**config.mk**
```make
export PLATFORM = sky130hd
export DESIGN_NAME = bcd_to_binary_flat
export DESIGN_NICKNAME = d
export VERILOG_FILES = /design/src/rtl/mult_pkg.sv /design/src/rtl/bcd_to_binary_if.sv /design/src/rtl/bcd_to_binary_digit_adjust.sv /design/src/rtl/bcd_to_binary.sv /design/src/flat_wrapper.sv
export SDC_FILE = /design/constraint.sdc
export NUM_CORES = 1
export LEC_CHECK = 0
export CAP_MARGIN = 10
export CELL_PAD_IN_SITES_DETAIL_PLACEMENT = 1
export CELL_PAD_IN_SITES_GLOBAL_PLACEMENT = 1
export CORE_MARGIN = 10
export CORE_UTILIZATION = 38
export CTS_CLUSTER_DIAMETER = 60
export DETAILED_ROUTE_END_ITERATION = 10
export GPL_ROUTABILITY_DRIVEN = 0
export PLACE_DENSITY = 0.81
export SYNTH_ARGS = -nofsm -noshare
export SYNTH_HDL_FRONTEND = slang
export SYNTH_HIERARCHICAL = 1
export SYNTH_SLANG_ARGS = --single-unit
```
**constraint.sdc**
```tcl
create_clock -name clk -period 1.99 [get_ports clk]
set_clock_uncertainty 0.1 [all_clocks]
set_input_delay 0.398 -clock clk [delete_from_list [all_inputs] [get_ports clk]]
set_output_delay 0.398 -clock clk [all_outputs]
set_load 0.01 [all_outputs]
```
**src/rtl/mult_pkg.sv**
```systemverilog
// rtl/mult_pkg.sv - shared types and constants for the multiplier datapath blocks
package mult_pkg;

    typedef enum logic [1:0] {B2B_IDLE, B2B_CONVERT, B2B_DONE} b2b_state_t;

    localparam int BCD_DIGIT_W    = 4;
    localparam int BCD_ADJ_THRESH = 8;

    // Largest magnitude a DIGITS-digit decimal entry can express.
    function automatic longint unsigned max_decimal(input int digits);
        longint unsigned v;
        v = 1;
        for (int i = 0; i < digits; i++) begin
            v = v * 10;
        end
        return v - 1;
    endfunction

endpackage

```
**src/rtl/bcd_to_binary_if.sv**
```systemverilog
// rtl/bcd_to_binary_if.sv - request/result bundle between keypad capture and the BCD decoder
interface bcd_to_binary_if #(
    parameter int DIGITS = 4,
    parameter int OUT_W  = 16
);
    logic                  valid;
    logic [4*DIGITS-1:0]   BCD_code;
    logic                  sign;
    logic [OUT_W-1:0]      bin_result;
    logic                  bin_sign;
    logic                  busy;
    logic                  ready;
    logic                  digit_err;

    modport master (
        output valid, BCD_code, sign,
        input  bin_result, bin_sign, busy, ready, digit_err
    );

    modport slave (
        input  valid, BCD_code, sign,
        output bin_result, bin_sign, busy, ready, digit_err
    );
endinterface

```
**src/rtl/bcd_to_binary_digit_adjust.sv**
```systemverilog
// rtl/bcd_to_binary_digit_adjust.sv - one reverse double-dabble digit correction step
module bcd_digit_adjust
    import mult_pkg::*;
(
    input  logic [BCD_DIGIT_W-1:0] digit_i,
    output logic [BCD_DIGIT_W-1:0] digit_o
);
    always_comb begin
        digit_o = digit_i;
        if (digit_i >= BCD_DIGIT_W'(BCD_ADJ_THRESH)) begin
            digit_o = digit_i - BCD_DIGIT_W'(3);
        end
    end
endmodule

```
**src/rtl/bcd_to_binary.sv**
```systemverilog
// rtl/bcd_to_binary.sv - sequential BCD to two's-complement decoder (reverse double-dabble)
// Optional invalid-digit trap enabled by defining BCD_CHECK_EN.
module bcd_to_binary
    import mult_pkg::*;
#(
    parameter int DIGITS = 4,
    parameter int OUT_W  = 16
) (
    input  logic             clk,
    input  logic             reset,
    bcd_to_binary_if.slave   bus
);
    localparam int BCD_W = BCD_DIGIT_W * DIGITS;
    localparam int CNT_W = $clog2(BCD_W);
    localparam logic [CNT_W-1:0] CNT_LAST = CNT_W'(BCD_W - 1);

    if (max_decimal(DIGITS) >= (64'd1 << (OUT_W - 1))) begin : g_param_err
        $error("bcd_to_binary: OUT_W too narrow for DIGITS");
    end

    b2b_state_t        state_q, state_d;
    logic [BCD_W-1:0]  bcd_q, bcd_d;
    logic [BCD_W-1:0]  bin_q, bin_d;
    logic              sign_q, sign_d;
    logic [CNT_W-1:0]  cnt_q, cnt_d;
    logic [OUT_W-1:0]  result_q, result_d;
    logic              bsign_q, bsign_d;
    logic              ready_q, ready_d;
    logic              busy_q, busy_d;

    logic [BCD_W-1:0]  shifted;
    logic [BCD_W-1:0]  adjusted;
    logic [OUT_W-1:0]  magnitude;
    logic              nonzero;

    assign shifted = {1'b0, bcd_q[BCD_W-1:1]};

    for (genvar g = 0; g < DIGITS; g++) begin : g_adj
        bcd_digit_adjust u_adj (
            .digit_i (shifted[g*BCD_DIGIT_W +: BCD_DIGIT_W]),
            .digit_o (adjusted[g*BCD_DIGIT_W +: BCD_DIGIT_W])
        );
    end

    if (OUT_W > BCD_W) begin : g_ext
        assign magnitude = {{(OUT_W-BCD_W){1'b0}}, bin_q};
    end else if (OUT_W == BCD_W) begin : g_same
        assign magnitude = bin_q;
    end else begin : g_trunc
        assign magnitude = bin_q[OUT_W-1:0];
    end

    assign nonzero = |magnitude;

`ifdef BCD_CHECK_EN
    logic err_q, err_d;
    logic bad_digit;

    always_comb begin
        bad_digit = 1'b0;
        for (int i = 0; i < DIGITS; i++) begin
            if (bus.BCD_code[i*BCD_DIGIT_W +: BCD_DIGIT_W] > 4'd9) begin
                bad_digit = 1'b1;
            end
        end
    end

    assign bus.digit_err = err_q;
`else
    assign bus.digit_err = 1'b0;
`endif

    always_comb begin
        state_d  = state_q;
        bcd_d    = bcd_q;
        bin_d    = bin_q;
        sign_d   = sign_q;
        cnt_d    = cnt_q;
        result_d = result_q;
        bsign_d  = bsign_q;
        ready_d  = 1'b0;
        busy_d   = (state_q != B2B_IDLE);
`ifdef BCD_CHECK_EN
        err_d    = err_q;
`endif
        case (state_q)
            B2B_IDLE: begin
                if (bus.valid) begin
                    bcd_d   = bus.BCD_code;
                    bin_d   = '0;
                    sign_d  = bus.sign;
                    cnt_d   = '0;
                    state_d = B2B_CONVERT;
`ifdef BCD_CHECK_EN
                    err_d   = bad_digit;
                    if (bad_digit) begin
                        state_d = B2B_DONE;
                    end
`endif
                end
            end
            B2B_CONVERT: begin
                // Low BCD bit falls into the top of the binary accumulator.
                bcd_d = adjusted;
                bin_d = {bcd_q[0], bin_q[BCD_W-1:1]};
                cnt_d = cnt_q + 1'b1;
                if (cnt_q == CNT_LAST) begin
                    state_d = B2B_DONE;
                end
            end
            B2B_DONE: begin
                ready_d  = 1'b1;
                state_d  = B2B_IDLE;
                result_d = (sign_q && nonzero) ? (~magnitude + 1'b1) : magnitude;
                bsign_d  = sign_q & nonzero;
`ifdef BCD_CHECK_EN
                if (err_q) begin
                    result_d = '0;
                    bsign_d  = 1'b0;
                end
`endif
            end
            default: begin
                state_d = B2B_IDLE;
            end
        endcase
    end

    always_ff @(posedge clk or posedge reset) begin
        if (reset) begin
            state_q  <= B2B_IDLE;
            bcd_q    <= '0;
            bin_q    <= '0;
            sign_q   <= 1'b0;
            cnt_q    <= '0;
            result_q <= '0;
            bsign_q  <= 1'b0;
            ready_q  <= 1'b0;
            busy_q   <= 1'b0;
`ifdef BCD_CHECK_EN
            err_q    <= 1'b0;
`endif
        end else begin
            state_q  <= state_d;
            bcd_q    <= bcd_d;
            bin_q    <= bin_d;
            sign_q   <= sign_d;
            cnt_q    <= cnt_d;
            result_q <= result_d;
            bsign_q  <= bsign_d;
            ready_q  <= ready_d;
            busy_q   <= busy_d;
`ifdef BCD_CHECK_EN
            err_q    <= err_d;
`endif
        end
    end

    assign bus.bin_result = result_q;
    assign bus.bin_sign   = bsign_q;
    assign bus.ready      = ready_q;
    assign bus.busy       = busy_q;

endmodule

```
**src/flat_wrapper.sv**
```systemverilog
// flat-port wrapper written by rule: the top's interface ports become plain ports
module bcd_to_binary_flat import mult_pkg::*;
#(
    parameter int DIGITS = 4,
    parameter int OUT_W  = 16
)
  (clk, reset, bus_valid, bus_BCD_code, bus_sign, bus_bin_result, bus_bin_sign, bus_busy, bus_ready, bus_digit_err);
  bcd_to_binary_if #(.DIGITS(DIGITS), .OUT_W(OUT_W)) bus_i ();
  input  logic clk;
  input  logic reset;
  input wire logic [$bits(bus_i.valid)-1:0] bus_valid;
  input wire logic [$bits(bus_i.BCD_code)-1:0] bus_BCD_code;
  input wire logic [$bits(bus_i.sign)-1:0] bus_sign;
  output wire logic [$bits(bus_i.bin_result)-1:0] bus_bin_result;
  output wire logic [$bits(bus_i.bin_sign)-1:0] bus_bin_sign;
  output wire logic [$bits(bus_i.busy)-1:0] bus_busy;
  output wire logic [$bits(bus_i.ready)-1:0] bus_ready;
  output wire logic [$bits(bus_i.digit_err)-1:0] bus_digit_err;
  assign bus_i.valid = bus_valid;
  assign bus_i.BCD_code = bus_BCD_code;
  assign bus_i.sign = bus_sign;
  assign bus_bin_result = bus_i.bin_result;
  assign bus_bin_sign = bus_i.bin_sign;
  assign bus_busy = bus_i.busy;
  assign bus_ready = bus_i.ready;
  assign bus_digit_err = bus_i.digit_err;
  bcd_to_binary #(.DIGITS(DIGITS), .OUT_W(OUT_W)) u_core (.clk(clk), .reset(reset), .bus(bus_i));
endmodule
```
== Yosys cells after proc, flatten, opt, wreduce, memory -nomap -nowiden ==
Cells that the tools add are included.
Storage, ports and cells
  flip-flop bits (word level): 58
  bits of input ports: 20
  output and inout bits: 20
  word-level logic and storage cells: 49
Cells by class
  $add $sub $neg: 6
  magnitude comparators: 4
  equality and inequality tests: 5
  mux-type cells: 15
  bitwise operators: 2
  reduce and logical (&&, ||, !) cells: 8
Operator list (count)
  $pmux 16 s2: 2
  $mux 16: 3
  $mux 4: 5
  $add 16x1->16 const B: 1
  $not 16->16: 1
  $reduce_or 16->1: 1
  $ge 4x4->1 const B: 3
  $sub 4x2->4 const B: 3
  $pmux 4 s2: 1
  $reduce_and 2->1: 3
  $add 4x1->4 const B: 1
  $eq 4x4->1 const B: 1
  $ge 3x4->1 const B: 1
  $mux 2: 2
  $pmux 2 s2: 1
  $reduce_bool 2->1: 2
  $sub 3x2->4 const B: 1
  $eq 2x1->1 const B: 1
  $eq 2x2->1 const B: 1
  $logic_not 2->1: 1
  $ne 2x1->1 const B: 1
  $ne 2x2->1 const B: 1
  $and 1x1->1: 1
  $logic_and 1x1->1: 1
  $mux 1: 1

== Longest topological paths before layout ==
  depth in word-level cells: 3
  mapped depth: 8

== By module ==
The synthesis kept the hierarchy.
By module, submodules not included
  bcd_to_binary: instances 1, cells an instance 255, area each 2687.6 um^2, sequential area each 1451.4 um^2
  bcd_digit_adjust: instances 4, cells an instance 11, area each 76.3 um^2, sequential area each 0.0 um^2

== Worst setup path before layout ==
OpenSTA, ideal clock, no wires.
  path kind: register -> register
  start point: reg u_core.bin_q[1]
  end point: reg u_core.result_q[11] (netlist: u_core/bus.bin_result[11])
  library setup time: 127 ps
  data arrival time: 1863 ps
  path slack: -100 ps
  stages on the path, launching flop included: 9
  period minus slack after synthesis: 2090 ps
  cells stage by stage: dfrtp_1 -> inv_1 -> ha_1 -> or3b_2 -> buf_2 -> nor4_4 -> buf_6 -> nor4b_1 -> nand3b_1
On the way
  word-level cells in the longest chain between the ends: 3
Ends and longest elaborated chain
  from (decl): line bcd_to_binary.sv:23  | logic [BCD_W-1:0] bin_q, bin_d;
  from (signal assigned): line bcd_to_binary.sv:146  | bin_q <= bin_d;
  $not 16->16 / $reduce_or 16->1 (equally long branches): line bcd_to_binary.sv:114, bcd_to_binary.sv:53
  $add 16x1->16 / $logic_and 1x1->1 (equally long branches): line bcd_to_binary.sv:114  | result_d = (sign_q && nonzero) ? (~magnitude + 1'b1) : magnitude;
  $mux 16 (*): line bcd_to_binary.sv:114
  to (signal assigned): line bcd_to_binary.sv:149  | result_q <= result_d;
  to (decl): line bcd_to_binary.sv:26  | logic [OUT_W-1:0] result_q, result_d;
Mark *: on every way between the ends. The rest lies on a longest branch, timed or not.
A chain may end at the register's enable or synchronous reset.

== Final worst setup path ==
  start point: reg u_core.bin_q[5]
  end point: reg u_core.result_q[13] (netlist: u_core/bus.bin_result[13])
The elaborated chain is that of the path after synthesis.

==> results_tabular.tex <==
\begin{tabular}{lr}
\hline
Metric & Value \\
\hline
\multicolumn{2}{l}{\textbf{Route}} \\
Detailed Route Iter0 Violations & 112 \\
Number of nets still failing antenna checks after routing & 0 \\
Post-route DRC & 0 \\
Average vias per placed instance & 5.18 \\
Total number of vias & approximately 2.4k \\
Routed wire length & 7510 um \\
Wire length per cell after detailed routing & 16.1 um \\
Iteration count of the initial detailed-routing pass & 4 \\
\multicolumn{2}{l}{\textbf{Timing}} \\
Maximum operating frequency & between 400 and 500 MHz \\
Min Clock Period, post-route & 2040 ps \\
Crit path setup slack, layout & -54.7 ps \\
Worst slew margin relative to its limit & 0.642 \\
Tightest hold margin & 326 ps \\
Count of final max-slew check failures & 0 \\
Number of endpoints with negative hold slack in the final report & 0 \\
Total of endpoints with negative setup slack in the final report & 7 \\
Accumulated negative setup slack & -161 ps \\
Setup repair after global routing missed its margin & true \\
Slew at the pin closest to its max-slew limit & approximately 540 ps \\
Part of the cycle the worst path needs & 1.03 \\
\multicolumn{2}{l}{\textbf{Clocking}} \\
H-tree depth reported by CTS & 3 \\
Number of buffers added by the clock tree synthesis step & 9 \\
Clock slew seen by the registers of the worst setup and hold paths & about 70 ps \\
TritonCTS clock tree & yes \\
Clock latency reported for the late side of the worst-skew pair & 340 ps \\
Deepest clock path buffer count & 2 \\
CTS root buf & sky130\_fd\_sc\_hd\_\_clkbuf\_8 \\
Count of hold buffers inserted by post-cts repair & 0 \\
CTS Sinks & 58 \\
\multicolumn{2}{l}{\textbf{Finish}} \\
Antenna cells & 0 \\
Number of nets in the layout & 391 \\
Highest-count cells in the layout ignoring fill and taps & sky130\_fd\_sc\_hd\_\_dfrtp\_1, sky130\_fd\_sc\_hd\_\_clkdlybuf4s50\_1, sky130\_fd\_sc\_hd\_\_nand2\_1 \\
Final standard cell count with taps included and fillers excluded & 467 \\
Share of layout cells above drive strength 1 & 0.203 \\
Area growth from synthesis to final layout & 35.7\% \\
Leading cell type in the layout, fill and taps excluded & sky130\_fd\_sc\_hd\_\_dfrtp\_1 \\
\multicolumn{2}{l}{\textbf{Global routing}} \\
Initial antenna violation count & 0 \\
Number of global-route vias before repair & about 2.6k \\
Global-route wire length before repair & about 13,000 um \\
Global-route track usage on met1 & 0.156 \\
Global Route met3 Usage & 0.0419 \\
Total global routing track utilization & 0.132 \\
Pin count of the biggest net entering global routing & 59 \\
Global Route met2 Usage & 0.229 \\
Grt peak-use layer & met2 \\
Total overflow reported by the global router & 0 \\
\multicolumn{2}{l}{\textbf{Pwr}} \\
Sequential Power Share & 0.310 \\
Power dissipated by switching net loads & 0.00261 W \\
Worst supply voltage drop on vdd & 0.656 mV \\
Pwr per Cell Area & 1680 nW/um\^{}2 \\
Pleak & 1.87 nW \\
Clk pwr share & 0.194 \\
Sw Ratio & 0.383 \\
Internal power of the cells & 0.00420 W \\
Combinational fraction of design power & 0.496 \\
\multicolumn{2}{l}{\textbf{Logic synthesis}} \\
Proportion of synthesized chip area in sequential cells & 0.485 \\
Post-synth design cell area & 2990 um\^{}2 \\
Warning count from the yosys run & 6 \\
Seq cells post-synth & 58 \\
Count of different cell masters after synthesis & 39 \\
Syn avg cell area & about 10 um\^{}2 \\
Top area cells in the synthesized netlist & sky130\_fd\_sc\_hd\_\_dfrtp\_1, sky130\_fd\_sc\_hd\_\_o21ai\_0, sky130\_fd\_sc\_hd\_\_mux2i\_1 \\
Portion of synthesized cell area occupied by the leading cell type & 0.485 \\
Cell type contributing the most total cell area after synthesis & sky130\_fd\_sc\_hd\_\_dfrtp\_1 \\
Synth Instances & 299 \\
\multicolumn{2}{l}{\textbf{Floorplanning}} \\
Core Rows & 32 \\
Initial standard-cell utilization of the core & 0.389 \\
Number of top-level pins & 40 \\
CORE AREA & 7690 um\^{}2 \\
DIE HEIGHT & 109 um \\
Die outline area & between 10,000 and 15,000 um\^{}2 \\
Horizontal extent of the die & 109 um \\
\multicolumn{2}{l}{\textbf{Critical path}} \\
Category of the worst setup path launch point & flip-flop \\
Worst Path Arrival & 2200 ps \\
Nature of the critical path endpoint & flip-flop \\
End of the worst register-to-register path & u\_core/bus.bin\_result[13] \\
Source of the worst register-to-register timing path & u\_core/bin\_q[5] \\
Worst reg2reg path depth & 5 \\
Flop2flop setup slack & -50 ps \\
Start-to-end type of the worst setup path & reg2reg \\
Peak fanout along the critical path & 6 \\
Data required time of the critical path & about 2100 ps \\
\multicolumn{2}{l}{\textbf{Outcome}} \\
Failing checks & setup timing \\
Run status & finished with violations \\
\multicolumn{2}{l}{\textbf{Placed design}} \\
Number of input and output port buffers inserted & 38 \\
Number of placed cells counting well taps & 447 \\
HPWL after DPL & 5100 um \\
\multicolumn{2}{l}{\textbf{Hold path}} \\
Min-Delay Path Class & in2async \\
\multicolumn{2}{l}{\textbf{Job}} \\
Max-cap violations & 0 \\
\hline
\end{tabular}
state kept, by name, indices dropped and copies added, names as in the netlist:
register / cells
u_core/bus.bin_sign: 1
u_core/bus.bin_result: 16
u_core/state_q: 2
u_core/bus.busy: 1
u_core/bus.ready: 1
u_core/cnt_q: 4
u_core/bin_q: 16
u_core/bcd_q: 16
u_core/sign_q: 1
power groups by stage:
| stage | clock network [W] | registers [W] | logic, W |
|---|---|---|---|
| 3_3_place_gp | 0 | 0.00208 | 0.00282 |
| 6_report | 0.00132 | 0.00211 | 0.00337 |
| 3_5_place_dp | 0 | 0.00213 | 0.00300 |
| 4_1_cts | 0.00135 | 0.00211 | 0.00319 |
| 2_1_floorplan | 0 | 0.00215 | 0.00189 |
| 5_1_grt | 0.00142 | 0.00220 | 0.00375 |
cells by family after synthesis:
group                    synth area share
AO/OA/AOI/OAI                       0.166
XOR/XNOR                           0.0439
adder cells (fa/ha/maj)            0.0418
buffers and inverters              0.0506
flip-flops                          0.485
multiplexers                       0.0573
other                             0.00125
AND/OR/NAND/NOR                     0.154
critical path, cell delays in order, from the launching register on:
cell and delay, ps:
sky130_fd_sc_hd__dfrtp_1 380, sky130_fd_sc_hd__or4_4 620, sky130_fd_sc_hd__nor4_4 360, sky130_fd_sc_hd__buf_4 210, sky130_fd_sc_hd__o31ai_2 80, sky130_fd_sc_hd__a31oi_1 210
final cells by class:
cell class | instances | area, um^2
inverters | 14 | 52.6
repair buffers | 66 | 626
well taps | 102 | 128
fillers | 871 | 3630
clock buffers | 10 | 138
multi-input cells | 212 | 1560
flip-flops and latches | 58 | 1450
clock inverters | 5 | 103
stage by stage:
step,power [W],area (um^2),util,worst slack (ps)
6_report,0.00681,4060,0.528,-54.7
4_1_cts,0.00665,3970,0.516,-57.4
3_3_place_gp,0.00490,3660,0.476,-46.6
5_1_grt,0.00738,4060,0.528,-142
3_5_place_dp,0.00513,3660,0.476,-155
2_1_floorplan,0.00403,3030,-,-16.0
cell usage after synthesis:
library cell and number:
sky130_fd_sc_hd__ha_1 10, sky130_fd_sc_hd__a22o_2 2, sky130_fd_sc_hd__o21ai_0 35, sky130_fd_sc_hd__a31oi_1 8, sky130_fd_sc_hd__a22o_1 15, sky130_fd_sc_hd__and2_1 1, sky130_fd_sc_hd__clkinv_1 1, sky130_fd_sc_hd__or4_2 6
sky130_fd_sc_hd__conb_1 1, sky130_fd_sc_hd__nor2_1 13, sky130_fd_sc_hd__nor4_1 3, sky130_fd_sc_hd__o31ai_1 8, sky130_fd_sc_hd__o41ai_1 2, sky130_fd_sc_hd__nor4b_1 1, sky130_fd_sc_hd__nand2_1 34, sky130_fd_sc_hd__xnor2_1 5
sky130_fd_sc_hd__inv_1 13, sky130_fd_sc_hd__nand3b_1 2, sky130_fd_sc_hd__or3_1 2, sky130_fd_sc_hd__nor4_4 1, sky130_fd_sc_hd__or3b_2 1, sky130_fd_sc_hd__clkbuf_1 13, sky130_fd_sc_hd__nor3_1 4, sky130_fd_sc_hd__xor2_1 10
sky130_fd_sc_hd__o21bai_1 1, sky130_fd_sc_hd__nand2b_1 6, sky130_fd_sc_hd__buf_2 4, sky130_fd_sc_hd__a21o_1 1, sky130_fd_sc_hd__or4_1 4, sky130_fd_sc_hd__nor2b_1 5, sky130_fd_sc_hd__or2_2 1, sky130_fd_sc_hd__mux2_2 1
sky130_fd_sc_hd__mux2i_1 16, sky130_fd_sc_hd__a41oi_1 1, sky130_fd_sc_hd__nand3_1 3, sky130_fd_sc_hd__a21oi_1 4, sky130_fd_sc_hd__dfrtp_1 58, sky130_fd_sc_hd__buf_6 2, sky130_fd_sc_hd__buf_4 1
how the worst max path moves through the flow:
stage | from | endpoint | slack (ps)
2_1_floorplan | u_core/bin_q[0] | u_core/bus.bin_result[3] | -20
3_3_place_gp | u_core/bin_q[0] | u_core/bus.bin_result[14] | -50
3_5_place_dp | u_core/bin_q[0] | u_core/bus.bin_result[14] | -150
4_1_cts | u_core/bin_q[0] | u_core/bus.bin_result[13] | -60
5_1_grt | u_core/bin_q[1] | u_core/bus.bin_result[13] | -140
6_report | u_core/bin_q[5] | u_core/bus.bin_result[13] | -50
metal layers:
layer,vias to the layer above,part of all wire
met5,-,0
met4,0,0.0088
met3,7,0.052
met2,54,0.50
met1,1187,0.44
li1,1170,-
timing repair:
action	4_1_cts	5_1_grt
gates cloned	1	0
pin swaps	6	10
setup endpoints to repair	12	13
buffers inserted	1	3
resized for setup	13	17
No activity file was read; power rests on OpenSTA's default activity.
